==> config.mk <==
export PLATFORM = sky130hd
export DESIGN_NAME = uart_hex_sender
export DESIGN_NICKNAME = d
export VERILOG_FILES = /design/src/rtl/uart_hex_sender.sv
export SDC_FILE = /design/constraint.sdc
export NUM_CORES = 1
export LEC_CHECK = 0
export CORE_MARGIN = 8
export CORE_UTILIZATION = 50
export CTS_CLUSTER_DIAMETER = 50
export CTS_CLUSTER_SIZE = 28
export DETAILED_ROUTE_END_ITERATION = 16
export GPL_ROUTABILITY_DRIVEN = 0
export PLACE_DENSITY = 0.81
export SYNTH_ARGS = -nofsm -noshare
export SYNTH_HDL_FRONTEND = slang
export SYNTH_SLANG_ARGS = --single-unit
==> constraint.sdc <==
create_clock -name CLK -period 2.9 [get_ports CLK]
set_clock_uncertainty 0.2 [all_clocks]
set_input_delay 0.725 -clock CLK [delete_from_list [all_inputs] [get_ports CLK]]
set_output_delay 0.725 -clock CLK [all_outputs]
set_load 0.05 [all_outputs]
==> src/rtl/uart_hex_sender.sv <==
// Prints a captured VALUE as uppercase ASCII hex plus a terminator over the uart_tx handshake.
// Optional: define UART_HEX_SENDER_CRLF_EN for a CR LF terminator instead of a single space.
module uart_hex_sender #(
   parameter int VALUE_W  = 16,
   parameter int BUSY_TMO = 15
) (
   input  logic               CLK,
   input  logic               RST_N,
   input  logic               SEND,
   input  logic [VALUE_W-1:0] VALUE,
   output logic               READY,
   output logic               DONE,
   output logic               ERR,
   output logic               TX_START,
   output logic [7:0]         TX_DATA,
   input  logic               TX_BUSY
);

   localparam int DIGITS = VALUE_W / 4;
`ifdef UART_HEX_SENDER_CRLF_EN
   localparam int MSG_LEN = DIGITS + 2;
`else
   localparam int MSG_LEN = DIGITS + 1;
`endif
   localparam int IDX_W = $clog2(DIGITS + 2);
   localparam int CNT_W = $clog2(BUSY_TMO + 1);
   localparam logic [IDX_W-1:0] LAST = IDX_W'(MSG_LEN - 1);
   localparam logic [CNT_W-1:0] TMO_LAST = CNT_W'(BUSY_TMO - 1);

   typedef enum logic [2:0] {
      IDLE, STRT, WBSY, WDONE, FIN, ABRT
   } state_t;

   state_t              state, nxt;
   logic [IDX_W-1:0]    idx, chr_idx;
   logic [CNT_W-1:0]    cnt;
   logic [VALUE_W-1:0]  shadow, chr_val;
   logic                ready_d, done_d, err_d, start_d;
   logic [7:0]          data_d;

   function automatic logic [7:0] hex_chr(input logic [3:0] n);
      return (n < 4'd10) ? 8'h30 + {4'h0, n} : 8'h37 + {4'h0, n};
   endfunction

   function automatic logic [7:0] msg_chr(
      input logic [VALUE_W-1:0] v,
      input logic [IDX_W-1:0]   i
   );
      logic [7:0] c;
      c = 8'h00;
      for (int d = 0; d < DIGITS; d++)
         if (i == IDX_W'(d)) c = hex_chr(v[VALUE_W-1-4*d -: 4]);
`ifdef UART_HEX_SENDER_CRLF_EN
      if (i == IDX_W'(DIGITS))     c = 8'h0D;
      if (i == IDX_W'(DIGITS + 1)) c = 8'h0A;
`else
      if (i == IDX_W'(DIGITS))     c = 8'h20;
`endif
      return c;
   endfunction

   always_ff @(posedge CLK or negedge RST_N) begin
      if (!RST_N) begin
         state    <= IDLE;
         READY    <= 1'b1;
         DONE     <= 1'b0;
         ERR      <= 1'b0;
         TX_START <= 1'b0;
         TX_DATA  <= 8'h00;
         idx      <= '0;
         cnt      <= '0;
         shadow   <= '0;
      end else begin
         state    <= nxt;
         READY    <= ready_d;
         DONE     <= done_d;
         ERR      <= err_d;
         TX_START <= start_d;
         TX_DATA  <= data_d;
         if (state == IDLE && SEND) begin
            shadow <= VALUE;
            idx    <= '0;
         end
         if (state == WDONE && !TX_BUSY && idx != LAST)
            idx <= idx + IDX_W'(1);
         if (state == STRT)
            cnt <= '0;
         else if (state == WBSY)
            cnt <= cnt + CNT_W'(1);
      end
   end

   always_comb begin
      nxt = state;
      unique case (state)
         IDLE:    if (SEND) nxt = STRT;
         STRT:    nxt = WBSY;
         WBSY: begin
            if (TX_BUSY)              nxt = WDONE;
            else if (cnt == TMO_LAST) nxt = ABRT;
         end
         WDONE:   if (!TX_BUSY) nxt = (idx == LAST) ? FIN : STRT;
         FIN:     nxt = IDLE;
         ABRT:    nxt = IDLE;
         default: nxt = IDLE;
      endcase
   end

   // The first character comes straight from VALUE since shadow loads on the same edge.
   always_comb begin
      ready_d = (nxt == IDLE);
      done_d  = (nxt == FIN);
      err_d   = (nxt == ABRT);
      start_d = (nxt == STRT);
      chr_val = (state == IDLE) ? VALUE : shadow;
      chr_idx = (state == IDLE) ? '0 : idx + IDX_W'(1);
      data_d  = start_d ? msg_chr(chr_val, chr_idx) : TX_DATA;
   end

endmodule

======== After elaboration in Yosys (flattened, before gate mapping) ========
Index checks and enable logic that the tools add are counted.
operators by class
  eq/ne operators ......................... 13
  order comparisons ....................... 4
  mux-type cells .......................... 21
  add/sub/neg operators ................... 10
  reductions and logical operators ........ 9
operators with widths
  cell                 count
  $add 6x4->7 const A  8
  $mux 7               5
  $mux 8               4
  $mux 3               8
  $lt 4x4->1 const B   4
  $mux 16              1
  $eq 3x2->1 const B   4
  $eq 3x3->1 const B   4
  $pmux 3 s4           1
  $eq 3x1->1 const B   3
  $logic_not 3->1      3
  $mux 4               2
  $add 4x1->4 const B  1
  $eq 4x4->1 const B   1
  $reduce_bool 2->1    2
  $add 3x1->3 const B  1
  $logic_and 1x1->1    3
  $ne 3x3->1 const B   1
  $logic_not 1->1      1
word-level totals
  output and inout port bits .............. 12
  register bits ........................... 38
  bits of input ports ..................... 20

======== Logic depth before layout (Yosys ltp) ========
Gate-level depths: netlist of the first run.
  depth after elaboration ................. 9
  gate-level depth with buffers ........... 12

======== Worst setup path before layout of the first run ========
No wires, ideal clock.
  kind .................................... register -> register
  start point ............................. register state[2]
  end point ............................... register TX_DATA[2]
  arrival time ............................ 2.357 ns
  cell stages (with the launch flop) ...... 13
  slack ................................... 0.217 ns
  buffers on the path ..................... 3
  library setup time ...................... 0.126 ns
  cell sequence ........................... dfrtp_1 buf_6 nor3_4 buf_6 buf_4 mux2i_1 ha_1 o211ai_1 xnor2_1 nand3_1 o2111a_1 nor3_1 a221o_1
between the ends
  cells in the longest elaborated chain, start to end .. 9
RTL lines
  what                                              RTL line      text
  start, declared                                   34            state_t state, nxt;
  start signal, assigned                            74            state <= nxt;
  $logic_not 3->1                                   95, 115, 116
  $mux 16                                           115           chr_val = (state == IDLE) ? VALUE : shadow;
  $add 6x4->7 / $lt 4x4->1 (equally long branches)  42            return (n < 4'd10) ? 8'h30 + {4'h0, n} : 8'h37 + {4'h0, n};
  $mux 7                                            42
  $mux 7                                            52            if (i == IDX_W'(d)) c = hex_chr(v[VALUE_W-1-4*d -: 4]);
  $mux 8 (3 in a row)                               52
  $mux 8                                            57            if (i == IDX_W'(DIGITS)) c = 8'h20;
  end signal, assigned                              79            TX_DATA <= data_d;
  end, declared                                     15            output logic [7:0] TX_DATA,
Parallel ways exist; a longest one is shown, timed or not.
A chain may end at the register's enable or synchronous reset.

======== Worst setup path after layout of the first run ========
  start point ............................. register state[1]
  end point ............................... register TX_DATA[6]
Same word-level chain as after synthesis.

==> flow_summary.yaml, run 1 <==
outcome:
  outcome: "finished, final reports clean"
drt:
  drc_errors: 0
  initialDrtViolationCount: 182
  avgViaCountPerCell: 5.853
  avgRoutedWirePerCell_um: 15.53
  wirelength_um: 6043
  firstDrtPassIters: 5
  ant_nets: 0
  vias: 2277
floorplanning:
  row_count: 25
  die_h_um: 85.44
  initial_core_util: 0.5139
  die_area_um2: 7300
  core_area_um2: 4692
  die_w_um: 85.44
  ios: 32
yosys:
  ys_warn_count: 0
  syn_avg_cell_area_um2: 8.285
  synthesis.area_um2: 2411
  synth.yosys.seq_area_share: 0.3845
  ys.flop_type: "dfrtp_1"
  synth_edf_count: 0
  async_flop_share: 1.000
  synth_seq_cells: 37
  synthCells: 291
  syn_nets: 319
  synthDistinctLibCells: 48
power:
  power.density_nw_per_um2: 1155
  p_leak_nw: 1.346
  power_frac_comb: 0.576
  clkPwrFrac: 0.155
  p_int_mw: 1.874
  power.switching_mw: 1.565
  vdd_drop_max_mv: 0.5151
  swShare: 0.4551
  p_seq_frac: 0.269
  finalPower_mw: 3.439
placed_design:
  portBuffers: 30
  placedCellCount: 378
  hpwl_um: 4524
timing:
  period_share: 0.9265
  fin_hold_ws_ns: 0.2765
  timing.final.hold_violations: 0
  fmax_ghz: 0.3722
  rsz0062_at_grt: "no"
  drv_slew: 0
  worst_pin_slew_ns: 0.8142
  tns_ns: 0
  timing.slew.headroom: 0.4572
  setup_viol: 0
  period_needed_ns: 2.687
worst_setup_path:
  worstSetupStartpoint: "state[1]"
  path_class: "reg2reg"
  start_kind: "flop"
  crit_path_end_kind: "flop"
  worstPathArrival_ns: 2.67
  worstPathRequired_ns: 2.88
  crit_fanout: 10
  rr_startpoint: "state[1]"
layout:
  layout.filler_cells: 386
  multi_input_area_um2: 1380
  layout_common_cells: "nand2_1, dfrtp_1, clkdlybuf4s50_1"
  areaGrowthSynthToFinish_pct: 23.46
  drive_above_1_share: 0.1104
  regArea_um2: 927.1
  diodes: 0
  final_common_cell: "nand2_1"
  layout.cells.non_filler: 389
  nets: 362
global_routing:
  grt.total_usage: 0.1713
  grt_max_degree: 38
  antenna_found_initial: 0
  grt_pass1_vias: 2201
  grt_first_pass_wirelength_um: 10160
  grt_overflow: 0
cts:
  clock_latency_ns: 0.30
  ctsHtreeMaxLevel: 2
  ctsHoldBuffers: 0
  numClockSinks: 37
  cts_tree: "yes"
  cts_buffer_depth: 2
  root_buffer: "clkbuf_8"
  cts-buffers-inserted: 5
  path_clk_slew_ns: 0.08
min_path:
  min_from: "TX_DATA[3]"
  hold_path_class: "reg2reg"
flow_run:
  cap_viol_max_count: 0
-- cells in the mapped netlist, types with 2 or more instances --
cell type  instances  share of area
a31oi_1            5          0.013
o211ai_1           3         0.0093
a21oi_1           11          0.023
nand3_1            8          0.017
a22oi_1            3         0.0093
a21boi_0           2         0.0062
o21ai_0           27          0.056
ha_1               8          0.042
buf_2              3         0.0062
mux2i_1           17          0.071
dfrtp_1           36           0.37
and4b_1            2         0.0083
nor2b_1            2         0.0052
nand2b_1           4          0.010
nor2_1            21          0.033
xnor2_1            7          0.025
or3_1              2         0.0052
buf_4              2         0.0062
nor3b_1            2         0.0062
clkbuf_1           6         0.0093
inv_1              6         0.0093
nor3_1            12          0.025
and3_1             2         0.0052
xor2_1             2         0.0073
nor4_1             2         0.0052
nand2_1           71           0.11
a221oi_1           2         0.0073
buf_6              3          0.014
-- per-layer routing --
layer	wire length, µm	vias up	track usage
li1	-	1099	-
met1	2623	1069	0.2133
met2	2893	92	0.2772
met3	394	17	0.04344
met4	131	0	0.06369
met5	0	-	0
-- worst max-delay path, cell delays in order (launching register included) --
cell     delay (ns)
dfrtp_1        0.39
buf_4          0.16
nor3_4         0.26
buf_4          0.24
mux2i_1        0.28
ha_1           0.23
o21ai_0        0.12
a31oi_1        0.27
nand3_1        0.12
a32o_1         0.27
-- cell type report --
cell class	count	area share
clock inverters	3	0.02186
repair buffers	50	0.1496
multi-input cells	234	0.4636
well taps	54	0.02270
clock buffers	5	0.02312
inverters	6	0.007566
flip-flops and latches	37	0.3115
-- state kept, by name, summed over array words and instances (netlist names) --
register / count
DONE: 1
ERR: 1
READY: 1
TX_DATA: 7
TX_START: 1
cnt: 4
idx: 3
shadow: 16
state: 3
-- worst paths after layout --
check,endpoint,slack [ns],cells after the start
setup / recovery,TX_DATA[6],0.21,9
hold / removal,TX_DATA[3],0.28,2
setup reg to reg,TX_DATA[6],0.21,9
hold reg to reg,TX_DATA[3],0.28,2
max in group asynchronous,shadow[7],1.67,1
min in group asynchronous,cnt[3],0.30,1
-- power by group through the flow --
stage                     sequential [mW]  clock, mW  combinational, mW
after global routing                0.950      0.568               2.18
final                               0.926      0.533               1.98
after detailed placement            0.928          0               1.91
after global placement              0.918          0               1.86
after floorplan                      1.04          0               1.25
after CTS                           0.922      0.542               1.93
-- per-stage QoR --
| stage | worst slack (ns) | utilization | area, µm² |
|---|---|---|---|
| 6_report | 0.2133 | 0.6344 | 2977 |
| 5_1_grt | 0.07396 | 0.6344 | 2977 |
| 4_1_cts | 0.1613 | 0.6285 | 2949 |
| 3_5_place_dp | 0.01749 | 0.6000 | 2815 |
| 3_3_place_gp | 0.07573 | 0.6000 | 2815 |
| 2_1_floorplan | 0.2173 | - | 2411 |
-- timing repair --
action,CTS,global route
resized for setup,0,1
endpoints found under the setup margin,0,1
setup buffers,0,3
-- cell families (layout without fill, tap and decap cells) --
family,Yosys count,count (layout),share of synthesized area
compound gates,62,62,0.1578
xor+xnor,9,9,0.03270
fa+ha+maj,8,8,0.04152
buf+inv,20,64,0.04514
flops,37,37,0.3845
mux,19,19,0.08095
other cells,1,1,0.001555
simple gates,135,135,0.2558
No activity file was read; power rests on OpenSTA's default activity.
==> inputs of run 2 (changes only) <==
- HOLD_SLACK_MARGIN: not set -> 0.1
==> results of run 2 <==
The final DEF is identical to that of run 1; final timing and power are the same.
==> inputs of run 3 (changes only) <==
- CORE_UTILIZATION: 50 -> 40
- PLACE_DENSITY: 0.81 -> 0.68
==> flow_summary.yaml, run 3 (synthesized netlist as in run 1, its figures left out) <==
outcome:
  outcome: "finished, final reports clean"
drt:
  avgViaCountPerCell: 5.379
  avgRoutedWirePerCell_um: 15.01
  initialDrtViolationCount: 172
  ant_nets: 0
  drc_errors: 0
  vias: 2200
  firstDrtPassIters: 4
  wirelength_um: 6140
power:
  power.density_nw_per_um2: 1127
  power_frac_comb: 0.584
  p_seq_frac: 0.279
  swShare: 0.4610
  p_int_mw: 1.809
  power.switching_mw: 1.547
  finalPower_mw: 3.357
  p_leak_nw: 1.331
  vdd_drop_max_mv: 0.5415
  clkPwrFrac: 0.137
global_routing:
  grt_overflow: 0
  antenna_found_initial: 0
  grt.total_usage: 0.1515
  grt_pass1_vias: 2266
  grt_max_degree: 38
  grt_first_pass_wirelength_um: 10730
layout:
  final_common_cell: "nand2_1"
  areaGrowthSynthToFinish_pct: 23.51
  largest_reg_flops: 16
  largestRegisters: "shadow (16), TX_DATA (7), cnt (4)"
  nets: 361
  postLayoutCellArea_um2: 2978
  layout_common_cells: "nand2_1, dfrtp_1, clkdlybuf4s50_1"
  diodes: 0
  layout.filler_cells: 561
  drive_above_1_share: 0.1048
  regMostFlops: "shadow"
worst_setup_path:
  worstPathRequired_ns: 2.87
  path_class: "reg2reg"
  start_kind: "flop"
  crit_fanout: 7
  worstPathArrival_ns: 2.70
  crit_path_end_kind: "flop"
timing:
  drv_slew: 0
  period_share: 0.9396
  fin_ws_ns: 0.1751
  timing.slew.headroom: 0.4397
  timing.final.hold_violations: 0
  period_needed_ns: 2.725
  fin_hold_ws_ns: 0.2896
  fmax_ghz: 0.3670
  rsz0062_at_grt: "no"
  tns_ns: 0
  worst_pin_slew_ns: 0.8405
  setup_viol: 0
min_path:
  hold_path_class: "reg2reg"
placed_design:
  portBuffers: 30
  place_area_um2: 2856
  dp_slack_ns: 0.008235
  hpwl_um: 4657
floorplanning:
  die_w_um: 93.64
  core_area_um2: 5886
  row_count: 28
  die_area_um2: 8768
  ios: 32
  die_h_um: 93.64
  initial_core_util: 0.4097
cts:
  numClockSinks: 37
  cts_buffer_depth: 2
  ctsHtreeMaxLevel: 2
  root_buffer: "clkbuf_8"
  cts-buffers-inserted: 5
  clock_latency_ns: 0.29
  cts_tree: "yes"
  path_clk_slew_ns: 0.08
flow_run:
  cap_viol_max_count: 0
==> run 3: timing repair <==
action,in CTS,in global routing
hold endpoints to repair,0,0
setup buffers,0,0
resized for setup,0,1
hold buffers,0,0
endpoints found under the setup margin,0,2
==> run 3: worst paths after layout <==
path	end	cells past startpoint	slack, ns	start
max	TX_DATA[6]	8	0.18	state[2]
min	shadow[0]	2	0.29	shadow[0]
max reg2reg	TX_DATA[6]	8	0.18	state[2]
min reg2reg	shadow[0]	2	0.29	shadow[0]
max in group asynchronous	shadow[8]	1	1.63	RST_N
min in group asynchronous	shadow[3]	1	0.34	RST_N
==> run 3: layout make-up <==
type | instances | area [µm²] | share of cell area
clock inverters | 1 | 30.03 | 0.01008
flip-flops and latches | 37 | 927.1 | 0.3113
repair buffers | 49 | 437.9 | 0.1471
inverters | 6 | 22.52 | 0.007563
multi-input cells | 234 | 1380 | 0.4634
clock buffers | 7 | 86.33 | 0.02899
well taps | 75 | 93.84 | 0.03151
==> run 3: worst max-delay path, stage by stage, from the launching register on <==
cell,delay (ns)
dfrtp_1,0.43
nor3_4,0.45
buf_4,0.20
mux2i_1,0.32
ha_1,0.24
o21ai_0,0.12
a31oi_1,0.25
nand3_1,0.11
a32o_1,0.28
==> run 3: power groups by stage <==
| stage | Combinational (mW) | Clock (mW) | Sequential, mW |
|---|---|---|---|
| after floorplan | 1.25 | 0 | 1.04 |
| after global placement | 1.89 | 0 | 0.935 |
| after detailed placement | 1.93 | 0 | 0.942 |
| after CTS | 1.95 | 0.474 | 0.934 |
| after global routing | 2.18 | 0.501 | 0.969 |
| final | 1.96 | 0.461 | 0.936 |
==> run 3: routing by layer <==
| layer | share of wire | track usage | vias to the layer above |
|---|---|---|---|
| met2 | 0.44 | 0.2350 | 54 |
| met5 | 0 | 0 | - |
| met4 | 0.018 | 0.04756 | 0 |
| met3 | 0.055 | 0.03766 | 10 |
| li1 | - | - | 1100 |
| met1 | 0.48 | 0.2017 | 1036 |
==> run 3: per-stage QoR <==
stage          utilization  cells
3_3_place_gp        0.4853    401
5_1_grt             0.5060    409
3_5_place_dp        0.4853    401
6_report            0.5060    409
4_1_cts             0.5051    409
2_1_floorplan            -    291
